**src/rtl/rpn_pkg.sv**
```systemverilog
// Shared types and the ALU helper for the RPN calculator core.
//   op_t    : 4-bit command opcode
//   state_t : command sequencer states
//   err_t   : error code reported on err_code
//   rpn_result() : binary-op datapath; computed at MaxWidth, caller slices to WIDTH
package rpn_pkg;

  typedef enum logic [3:0] {
    OpPush  = 4'd0,
    OpPop   = 4'd1,
    OpAdd   = 4'd2,
    OpSub   = 4'd3,
    OpMul   = 4'd4,
    OpSll   = 4'd5,
    OpSrl   = 4'd6,
    OpSlt   = 4'd7,
    OpAnd   = 4'd8,
    OpOr    = 4'd9,
    OpNor   = 4'd10,
    OpXor   = 4'd11,
    OpSwap  = 4'd12,
    OpDup   = 4'd13,
    OpClear = 4'd14,
    OpNop   = 4'd15
  } op_t;

  typedef enum logic [1:0] {StIdle, StExec, StWb} state_t;

  typedef enum logic [1:0] {ErrNone, ErrUnderflow, ErrOverflow, ErrBadop} err_t;

  localparam int unsigned MaxWidth = 64;
  typedef logic [MaxWidth-1:0] word_t;

  // Operands arrive zero-extended; every result is correct in its low `width` bits.
  function automatic word_t rpn_result(op_t op, word_t n, word_t t, int unsigned width);
    word_t r;
    r = '0;
    case (op)
      OpAdd: r = n + t;
      OpSub: r = n - t;
      OpMul: r = n * t;
      OpSll: r = (t >= word_t'(width)) ? '0 : (n << t);
      OpSrl: r = (t >= word_t'(width)) ? '0 : (n >> t);
      OpSlt: r = (n < t) ? word_t'(1) : '0;
      OpAnd: r = n & t;
      OpOr:  r = n | t;
      OpNor: r = ~(n | t);
      OpXor: r = n ^ t;
      default: r = '0;
    endcase
    return r;
  endfunction

endpackage

```
**src/rtl/rpn_engine_if.sv**
```systemverilog
// Command port of the RPN engine.
//   cmd_valid/cmd_ready : handshake, accepted when both high at a clock edge
//   cmd_op / cmd_val    : opcode and PUSH literal
//   done                : one-cycle completion pulse
interface rpn_engine_if #(
  parameter int unsigned WIDTH = 16
);
  import rpn_pkg::*;

  logic             cmd_valid;
  logic             cmd_ready;
  op_t              cmd_op;
  logic [WIDTH-1:0] cmd_val;
  logic             done;

  modport master (output cmd_valid, cmd_op, cmd_val, input cmd_ready, done);
  modport slave  (input cmd_valid, cmd_op, cmd_val, output cmd_ready, done);

endinterface

```
**src/rtl/rpn_stack.sv**
```systemverilog
// LIFO register file with stack pointer.
//   we_a_i/idx_a_i/data_a_i, we_b_i/idx_b_i/data_b_i : two write ports (SWAP uses both)
//   sp_load_i/sp_i : load a new stack pointer
//   sp_o           : entry count
//   top_o/next_o   : entries at sp-1 / sp-2, forced to 0 when absent
//   full_o/empty_o : sp == DEPTH / sp == 0
module rpn_stack #(
  parameter int unsigned WIDTH = 16,
  parameter int unsigned DEPTH = 16,
  localparam int unsigned IdxW = $clog2(DEPTH),
  localparam int unsigned SpW  = $clog2(DEPTH + 1)
) (
  input  logic             clk,
  input  logic             rst,
  input  logic             we_a_i,
  input  logic [IdxW-1:0]  idx_a_i,
  input  logic [WIDTH-1:0] data_a_i,
  input  logic             we_b_i,
  input  logic [IdxW-1:0]  idx_b_i,
  input  logic [WIDTH-1:0] data_b_i,
  input  logic             sp_load_i,
  input  logic [SpW-1:0]   sp_i,
  output logic [SpW-1:0]   sp_o,
  output logic [WIDTH-1:0] top_o,
  output logic [WIDTH-1:0] next_o,
  output logic             full_o,
  output logic             empty_o
);

  logic [WIDTH-1:0] mem_q [DEPTH];
  logic [SpW-1:0]   sp_q;

  // Entries are not reset: sp gating keeps stale contents invisible.
  always_ff @(posedge clk) begin
    if (we_a_i) mem_q[idx_a_i] <= data_a_i;
    if (we_b_i) mem_q[idx_b_i] <= data_b_i;
  end

  always_ff @(posedge clk or posedge rst) begin
    if (rst) begin
      sp_q <= '0;
    end else if (sp_load_i) begin
      sp_q <= sp_i;
    end
  end

  assign sp_o    = sp_q;
  assign top_o   = (sp_q >= SpW'(1)) ? mem_q[IdxW'(sp_q - SpW'(1))] : '0;
  assign next_o  = (sp_q >= SpW'(2)) ? mem_q[IdxW'(sp_q - SpW'(2))] : '0;
  assign full_o  = (sp_q == SpW'(DEPTH));
  assign empty_o = (sp_q == '0);

endmodule

```
**src/rtl/rpn_engine.sv**
```systemverilog
// RPN calculator core: IDLE -> EXEC -> WB per command.
//   clk, rst     : clock, asynchronous active-high reset
//   cmd_if       : command handshake plus done pulse
//   err_o        : sticky error flag, cleared by CLEAR
//   err_code_o   : first error since last clear
//   top_o/next_o : stack entries at sp-1 / sp-2
//   depth_o      : entry count
module rpn_engine
  import rpn_pkg::*;
#(
  parameter int unsigned WIDTH = 16,
  parameter int unsigned DEPTH = 16,
  localparam int unsigned SpW  = $clog2(DEPTH + 1)
) (
  input  logic             clk,
  input  logic             rst,
  rpn_engine_if.slave      cmd_if,
  output logic             err_o,
  output logic [1:0]       err_code_o,
  output logic [WIDTH-1:0] top_o,
  output logic [WIDTH-1:0] next_o,
  output logic [SpW-1:0]   depth_o
);

  localparam int unsigned IdxW = $clog2(DEPTH);

  state_t           state_q, state_d;
  op_t              op_q, op_d;
  logic [WIDTH-1:0] val_q, val_d, t_q, t_d, n_q, n_d, res_q, res_d;
  logic [SpW-1:0]   dep_q, dep_d;
  err_t             xerr_q, xerr_d, exec_err;
  logic             err_q, err_d;
  err_t             err_code_q, err_code_d;

  logic             we_a, we_b, sp_load, full, empty;
  logic [IdxW-1:0]  idx_a, idx_b, idx0, idx1, idx2;
  logic [WIDTH-1:0] data_a, data_b, stk_top, stk_next;
  logic [SpW-1:0]   sp, sp_new;

  rpn_stack #(.WIDTH(WIDTH), .DEPTH(DEPTH)) u_stack (
    .clk      (clk),
    .rst      (rst),
    .we_a_i   (we_a),
    .idx_a_i  (idx_a),
    .data_a_i (data_a),
    .we_b_i   (we_b),
    .idx_b_i  (idx_b),
    .data_b_i (data_b),
    .sp_load_i(sp_load),
    .sp_i     (sp_new),
    .sp_o     (sp),
    .top_o    (stk_top),
    .next_o   (stk_next),
    .full_o   (full),
    .empty_o  (empty)
  );

  assign idx0 = IdxW'(dep_q);
  assign idx1 = IdxW'(dep_q - SpW'(1));
  assign idx2 = IdxW'(dep_q - SpW'(2));

  // Stack is untouched between accept and WB, so full/empty still describe the latched depth.
  always_comb begin
    exec_err = ErrNone;
    case (op_q)
      OpPush:           if (full) exec_err = ErrOverflow;
      OpPop:            if (empty) exec_err = ErrUnderflow;
      OpDup: begin
        if (empty)     exec_err = ErrUnderflow;
        else if (full) exec_err = ErrOverflow;
      end
      OpClear, OpNop:   exec_err = ErrNone;
      default:          if (dep_q < SpW'(2)) exec_err = ErrUnderflow;
    endcase
  end

  always_comb begin
    state_d    = state_q;
    op_d       = op_q;
    val_d      = val_q;
    t_d        = t_q;
    n_d        = n_q;
    dep_d      = dep_q;
    res_d      = res_q;
    xerr_d     = xerr_q;
    err_d      = err_q;
    err_code_d = err_code_q;
    we_a       = 1'b0;
    we_b       = 1'b0;
    idx_a      = idx0;
    idx_b      = idx2;
    data_a     = res_q;
    data_b     = t_q;
    sp_load    = 1'b0;
    sp_new     = dep_q;

    unique case (state_q)
      StIdle: begin
        if (cmd_if.cmd_valid) begin
          op_d    = cmd_if.cmd_op;
          val_d   = cmd_if.cmd_val;
          t_d     = stk_top;
          n_d     = stk_next;
          dep_d   = sp;
          state_d = StExec;
        end
      end
      StExec: begin
        res_d   = WIDTH'(rpn_result(op_q, word_t'(n_q), word_t'(t_q), WIDTH));
        xerr_d  = exec_err;
        state_d = StWb;
      end
      StWb: begin
        state_d = StIdle;
        if (xerr_q != ErrNone) begin
          err_d = 1'b1;
          if (err_code_q == ErrNone) err_code_d = xerr_q;
        end else begin
          case (op_q)
            OpPush: begin
              we_a    = 1'b1;
              data_a  = val_q;
              sp_load = 1'b1;
              sp_new  = dep_q + SpW'(1);
            end
            OpPop: begin
              sp_load = 1'b1;
              sp_new  = dep_q - SpW'(1);
            end
            OpSwap: begin
              we_a   = 1'b1;
              idx_a  = idx1;
              data_a = n_q;
              we_b   = 1'b1;
            end
            OpDup: begin
              we_a    = 1'b1;
              data_a  = t_q;
              sp_load = 1'b1;
              sp_new  = dep_q + SpW'(1);
            end
            OpClear: begin
              sp_load    = 1'b1;
              sp_new     = '0;
              err_d      = 1'b0;
              err_code_d = ErrNone;
            end
            OpNop: ;
            default: begin
              // Binary op: result replaces N, T is dropped.
              we_a    = 1'b1;
              idx_a   = idx2;
              sp_load = 1'b1;
              sp_new  = dep_q - SpW'(1);
            end
          endcase
        end
      end
      default: state_d = StIdle;
    endcase
  end

  always_ff @(posedge clk or posedge rst) begin
    if (rst) begin
      state_q    <= StIdle;
      op_q       <= OpNop;
      val_q      <= '0;
      t_q        <= '0;
      n_q        <= '0;
      dep_q      <= '0;
      res_q      <= '0;
      xerr_q     <= ErrNone;
      err_q      <= 1'b0;
      err_code_q <= ErrNone;
    end else begin
      state_q    <= state_d;
      op_q       <= op_d;
      val_q      <= val_d;
      t_q        <= t_d;
      n_q        <= n_d;
      dep_q      <= dep_d;
      res_q      <= res_d;
      xerr_q     <= xerr_d;
      err_q      <= err_d;
      err_code_q <= err_code_d;
    end
  end

  assign cmd_if.cmd_ready = (state_q == StIdle);
  assign cmd_if.done      = (state_q == StWb);
  assign err_o            = err_q;
  assign err_code_o       = err_code_q;
  assign top_o            = stk_top;
  assign next_o           = stk_next;
  assign depth_o          = sp;

endmodule

```
**src/flat_wrapper.sv**
```systemverilog
// flat-port wrapper written by rule: the top's interface ports become plain ports
module rpn_engine_flat import rpn_pkg::*;
#(
  parameter int unsigned WIDTH = 16,
  parameter int unsigned DEPTH = 16,
  localparam int unsigned SpW  = $clog2(DEPTH + 1)
)
  (clk, rst, err_o, err_code_o, top_o, next_o, depth_o, cmd_if_cmd_valid, cmd_if_cmd_op, cmd_if_cmd_val, cmd_if_cmd_ready, cmd_if_done);
  rpn_engine_if #(.WIDTH(WIDTH)) cmd_if_i ();
  input  logic clk;
  input  logic rst;
  output logic err_o;
  output logic [1:0] err_code_o;
  output logic [WIDTH-1:0] top_o;
  output logic [WIDTH-1:0] next_o;
  output logic [SpW-1:0] depth_o;
  input wire logic [$bits(cmd_if_i.cmd_valid)-1:0] cmd_if_cmd_valid;
  input wire logic [$bits(cmd_if_i.cmd_op)-1:0] cmd_if_cmd_op;
  input wire logic [$bits(cmd_if_i.cmd_val)-1:0] cmd_if_cmd_val;
  output wire logic [$bits(cmd_if_i.cmd_ready)-1:0] cmd_if_cmd_ready;
  output wire logic [$bits(cmd_if_i.done)-1:0] cmd_if_done;
  assign cmd_if_i.cmd_valid = cmd_if_cmd_valid;
  assign cmd_if_i.cmd_op = cmd_if_cmd_op;
  assign cmd_if_i.cmd_val = cmd_if_cmd_val;
  assign cmd_if_cmd_ready = cmd_if_i.cmd_ready;
  assign cmd_if_done = cmd_if_i.done;
  rpn_engine #(.WIDTH(WIDTH), .DEPTH(DEPTH)) u_core (.clk(clk), .rst(rst), .cmd_if(cmd_if_i), .err_o(err_o), .err_code_o(err_code_o), .top_o(top_o), .next_o(next_o), .depth_o(depth_o));
endmodule
```
**config.mk**
```make
export PLATFORM = sky130hd
export DESIGN_NAME = rpn_engine_flat
export DESIGN_NICKNAME = d
export VERILOG_FILES = /design/src/rtl/rpn_pkg.sv /design/src/rtl/rpn_engine_if.sv /design/src/rtl/rpn_stack.sv /design/src/rtl/rpn_engine.sv /design/src/flat_wrapper.sv
export SDC_FILE = /design/constraint.sdc
export NUM_CORES = 1
export LEC_CHECK = 0
export ABC_AREA = 1
export CAP_MARGIN = 30
export CORE_MARGIN = 5
export CORE_UTILIZATION = 40
export CTS_CLUSTER_SIZE = 14
export DETAILED_ROUTE_END_ITERATION = 10
export GPL_TIMING_DRIVEN = 0
export MAX_ROUTING_LAYER = met4
export PLACE_DENSITY = 0.51
export SLEW_MARGIN = 20
export SYNTH_ARGS = -nofsm -noshare
export SYNTH_HDL_FRONTEND = slang
export SYNTH_HIERARCHICAL = 1
export SYNTH_SLANG_ARGS = --single-unit
```
**constraint.sdc**
```tcl
create_clock -name clk -period 11.6 [get_ports clk]
set_clock_uncertainty 0.15 [all_clocks]
set_input_delay 1.16 -clock clk [delete_from_list [all_inputs] [get_ports clk]]
set_output_delay 1.16 -clock clk [all_outputs]
set_load 0.1 [all_outputs]
```
# Yosys cells after proc, flatten, opt, wreduce, memory -nomap -nowiden
# Memory sizes are Yosys's and may differ from the RTL's.
# Cells that the tools add are included.
# totals
n_memories,1
reg_bits,85
ram_bits,256
output_inout_bits,42
# classes
muxes,40
addsub,7
shift,2
n_mul,1
n_lt_le_gt_ge,5
bitwise_logic,4
reduce_logical,14
eq_ne,20
# mem_list
memory,depth,width,read_ports,rd_ports_with_merged_regs,write_ports,line_no,source
u_core.u_stack.mem_q,16,16,2,0,2,rpn_stack.sv:30,logic [WIDTH-1:0] mem_q [DEPTH];
# ops
operator,n
16-bit one-hot mux with 10 select lines,1
16-bit two-way mux,6
16-bit one-hot mux with 3 select lines,1
"4-bit == test, second input constant",8
1-bit two-way mux,18
16-bit adder,1
16-bit bitwise AND,1
"4-bit by 3-bit == test with 1-bit output, second input constant",4
"16-bit by 5-bit greater-or-equal comparator with 1-bit output, second input constant",1
16-bit < comparator,1
16-bit by 16-bit multiplier with 16-bit output,1
16-bit NOT,1
16-bit bitwise OR,1
16-bit by 16-bit << shifter with 16-bit output,1
16-bit by 16-bit >> shifter with 16-bit output,1
16-bit subtractor,1
16-bit XOR,1
5-bit one-hot mux with 3 select lines,1
2-bit two-way mux,6
5-bit two-way mux,2
"4-bit by 2-bit == test with 1-bit output, second input constant",2
4-bit two-way mux,2
2-bit one-hot mux with 4 select lines,1
4-bit one-hot mux with 2 select lines,1
other kinds (22),29

# Logic depth before layout (Yosys ltp)
# logic_depth
word_depth,7
ltp_mapped,32
mapped_depth_nobuf,29

# Cells and area by module
# The synthesis kept the hierarchy.
# by_module_without_submodules
mod,cells_each,n_inst,seq_area_each_um2,area_per_inst_um2
rpn_stack,2272,1,7812.5,16638.5
rpn_engine,1881,1,2006.9,12294.3

# Least setup slack after synthesis
# Ideal clock, no wire load.
# synth_path
path_type,reg-to-reg
startpoint,"register u_core.t_q[1], in the netlist u_core/data_b[1]"
endpoint,register u_core.res_q[15]
setup_ps,65
path_slack_ps,5611
arrival_ps,5775
stages_incl_launch_ff,28
required_time_ps,11385
period_less_slack_ps,5989
cell_sequence,dfrtp_1 > buf_2 > clkbuf_1 > buf_1 > nand2_1 > fa_1 > fa_1 > fa_1 > fa_1 > inv_1 > fa_1 > inv_1 > fa_1 > inv_1 > ha_1 > nand2_1 > inv_1 > a21oi_1 > nand3_1 > nand2_1 > nand2_1 > a21oi_1 > inv_1 > nand3_1 > nand3_1 > nand3_1 > nand2_1 > nand2_1
# synth_between
elab_chain_cells,3
# synth_rtl
item,line_no,source
start: declaration,rpn_engine.sv:29,"logic [WIDTH-1:0] val_q, val_d, t_q, t_d, n_q, n_d, res_q, res_d;"
start signal: assignment,rpn_engine.sv:179,t_q <= t_d;
"parallel branches: the longest is 2 deep, another holds 16-bit by 16-bit multiplier with 16-bit output",-,
16-bit one-hot mux with 10 select lines *,rpn_pkg.sv:38,case (op)
end signal: assignment,rpn_engine.sv:182,res_q <= res_d;
end: declaration,rpn_engine.sv:29,
# Every way passes the cells marked *.
# A chain may end at the register's enable or synchronous reset.

# Worst setup path in the final report
# Ends and elaborated chain as after synthesis.

==> run summary <==
Clk_lat worst skew: 0.59 ns
Post-synthesis area per instance: 6.967 sq um
Die Wd: 278.9 microns
Post-DRT Antenna Nets: 0
Worst Path Arrival: 8.18 ns
GR Overflow Total: 0
Core Util, Final: 0.4545
Min-Delay Path Class: reg2reg
Most used cell, CP: fa_1
Placeable core area: 0.07161 sq mm
DRC viols: 0
Total track usage: 0.3895
Critical path fanouts, max: 10
First DRT Iteration DRCs: 4,168
Vias in the first global route: 28,770
CTS Buffer Depth: 3
Post-DP HPWL: 119.0 mm
Actual slew at the worst max-slew pin: 1.153 ns
Commonest non-fill, non-tap cell in the layout: nand2_1
Setup TNS: 0 ns
Critical path startpoint category: flip-flop
Most crowded layer after global routing: met2
Min Hold Slack: 0.3329 ns
CP peak stage delay: 0.77 ns
Distinct cells, synth: 62
Number of antenna violations at the first check in global routing: 5
Cts repair resizes: 0
Seq cells post-synth: 341
IO Port Bufs: 64
Layout area overhead: 12.49%
Met2 GRT Util: 0.5924
Sequential cell area fraction in the yosys report: 0.3394
Cells after DPL: 5,192
Yosys warnings: 6
Setup Crit Path Kind: reg2reg
M3 GR Usage: 0.06396
CTS tree: built
Final worst path period share: 0.6744
CTS Buf Count: 42
Critical-path top delay cell: dfrtp_1
Die Height: 278.9 microns
CTS Root Cell: clkbuf_16
Syn nets: 4,370
Slew Viols, Final: 0
Met1 usage: 0.4856
# IOs: 65
Max Cap Violations: 0
Pin count of the biggest net entering global routing: 51
Crit. End Element: flip-flop
Final WL: 152.1 mm
Worst-path clk slew: 0.06 ns
DR vias/cell: 5.790
Crit path max-delay family: adder cells
Post-synth EDFFs: 256
Final setup viols: 0
Total number of vias: 30,520
Nets@finish: 4,503
First-pass GRT wire length: 211.4 mm
Htree depth: 2
Final weighted congestion in routability-driven placement: 1.080
Commonest non-fill, non-tap cells in the layout: nand2_1 (1,342), inv_1 (525), o21ai_0 (406), nand3_1 (381), edfxtp_1 (256)
FMAX: 127.8 MHz
Sink Count: 341
Total setup buffers inserted after CTS: 0
Slew headroom: 0.2311
Worst R2R Setup Slack: 3.78 ns
1st-pass router iterations: 6
Row cnt: 98
WL per Instance: 28.85 microns
DIE AREA: 0.07781 sq mm
Async set or reset register ratio after synthesis: 0.2493
Hold Buf Count CTS: 0
Main synth FF type: edfxtp_1
Initial Util: 0.4040
Final min period: 7.823 ns
Non-Filler Instances: 5,272
Final hold vios: 0
RSZ-0062 raised after global routing: false
WP buf/inv: 8
Syn Std Cell Area: 0.02893 sq mm
Share of post-route cells with drive strength above 1: 0.07019
Outcome: finished clean
Worst Path Required: 11.96 ns
Syn Inst Count: 4,153
layout make-up:
cell class / instances / area (sq um)
clock inverters: 22 / 216.5
fillers: 7646 / 39060
multi-input cells: 3014 / 15890
well taps: 950 / 1189
inverters: 547 / 2057
clock buffers: 53 / 1122
flip-flops and latches: 341 / 9819
diodes: 5 / 12.51
repair buffers: 89 / 987.2
plain buffers: 251 / 1259
flip-flops by register name, indices dropped and copies added (netlist names):
| register | cells |
|---|---|
| u_core/u_stack/mem_q | 256 |
| u_core/data_b | 16 |
| u_core/n_q | 16 |
| u_core/res_q | 16 |
| u_core/val_q | 16 |
| u_core/dep_q | 5 |
| u_core/u_stack/sp_o | 5 |
| u_core/op_q | 4 |
| u_core/err_code_o | 2 |
| u_core/state_q | 2 |
| u_core/xerr_q | 2 |
| u_core/err_o | 1 |
logic make-up after synthesis:
family,share of synthesized area
buf+inv,0.1142
compound gates,0.1358
simple gates,0.2931
mux,0.003503
flops,0.3394
fa+ha+maj,0.1049
xor+xnor,0.009125
cells in the mapped netlist, drive strengths merged (3+ instances only):
library cell / count / area share
a211oi: 8 / 0.0021
fa: 81 / 0.056
a22oi: 3 / 0.00078
mux2: 9 / 0.0035
clkinv: 4 / 0.00056
or2: 3 / 0.00065
nand2: 1352 / 0.18
nand3b: 5 / 0.0013
a21oi: 169 / 0.029
xor2: 15 / 0.0061
o221ai: 11 / 0.0033
clkbuf: 109 / 0.014
inv: 543 / 0.070
nand4: 29 / 0.0065
nand3: 387 / 0.068
edfxtp: 256 / 0.27
ha: 113 / 0.049
o211ai: 29 / 0.0075
nor2: 260 / 0.035
buf: 142 / 0.029
dfstp: 4 / 0.0036
xnor2: 10 / 0.0030
o2111ai: 6 / 0.0018
nor3: 15 / 0.0032
o22ai: 22 / 0.0048
a221oi: 11 / 0.0033
o31ai: 4 / 0.0010
a31oi: 6 / 0.0013
o21ai: 454 / 0.079
dfrtp: 81 / 0.070
per-stage QoR:
| step | worst slack [ns] | instance area [sq um] |
|---|---|---|
| after floorplan | 5.611 | 28930 |
| after global placement | 3.524 | 30760 |
| after detailed placement | 3.850 | 31200 |
| after CTS | 3.813 | 32540 |
| after global routing | 3.402 | 32540 |
| final | 3.777 | 32550 |
routing by layer:
layer | vias to the layer above | routed length [microns]
met5 | - | 0
met4 | 0 | 12300
met3 | 423 | 13580
met2 | 1824 | 66960
met1 | 14540 | 59250
li1 | 13730 | -
worst reg2reg max path, cell delays in order, from the launching register on:
cell,delay (ns)
dfrtp_1,0.77
buf_2,0.33
clkbuf_1,0.49
buf_1,0.55
nand2_1,0.18
fa_1,0.54
fa_1,0.54
inv_1,0.05
fa_1,0.48
fa_1,0.54
fa_1,0.52
inv_1,0.05
fa_1,0.48
inv_1,0.04
ha_1,0.34
inv_1,0.12
o21ai_0,0.10
a21oi_1,0.16
nand3_1,0.09
nand2_1,0.11
nand2_1,0.06
a21oi_1,0.40
inv_1,0.08
nand3_1,0.10
nand3_1,0.15
nand3_1,0.19
nand2_1,0.08
nand2_1,0.07
worst paths after layout:
| kind | start | endpoint | cells after the start |
|---|---|---|---|
| max | u_core/data_b[1]$_DFFE_PP0P_ | u_core/res_q[15]$_DFFE_PP0N_ | 27 |
| min | u_core/res_q[7]$_DFFE_PP0N_ | u_core/res_q[7]$_DFFE_PP0N_ | 2 |
| max reg2reg | u_core/data_b[1]$_DFFE_PP0P_ | u_core/res_q[15]$_DFFE_PP0N_ | 27 |
| min reg2reg | u_core/res_q[7]$_DFFE_PP0N_ | u_core/res_q[7]$_DFFE_PP0N_ | 2 |
| max in group asynchronous | rst | u_core/op_q[0]$_DFFE_PP1P_ | 3 |
| min in group asynchronous | rst | u_core/u_stack/sp_o[0]$_DFFE_PP0P_ | 2 |
Power is left out: the tool's default activity adds up to more than one toggle a clock period on the data nets, which glitch-free logic cannot reach.
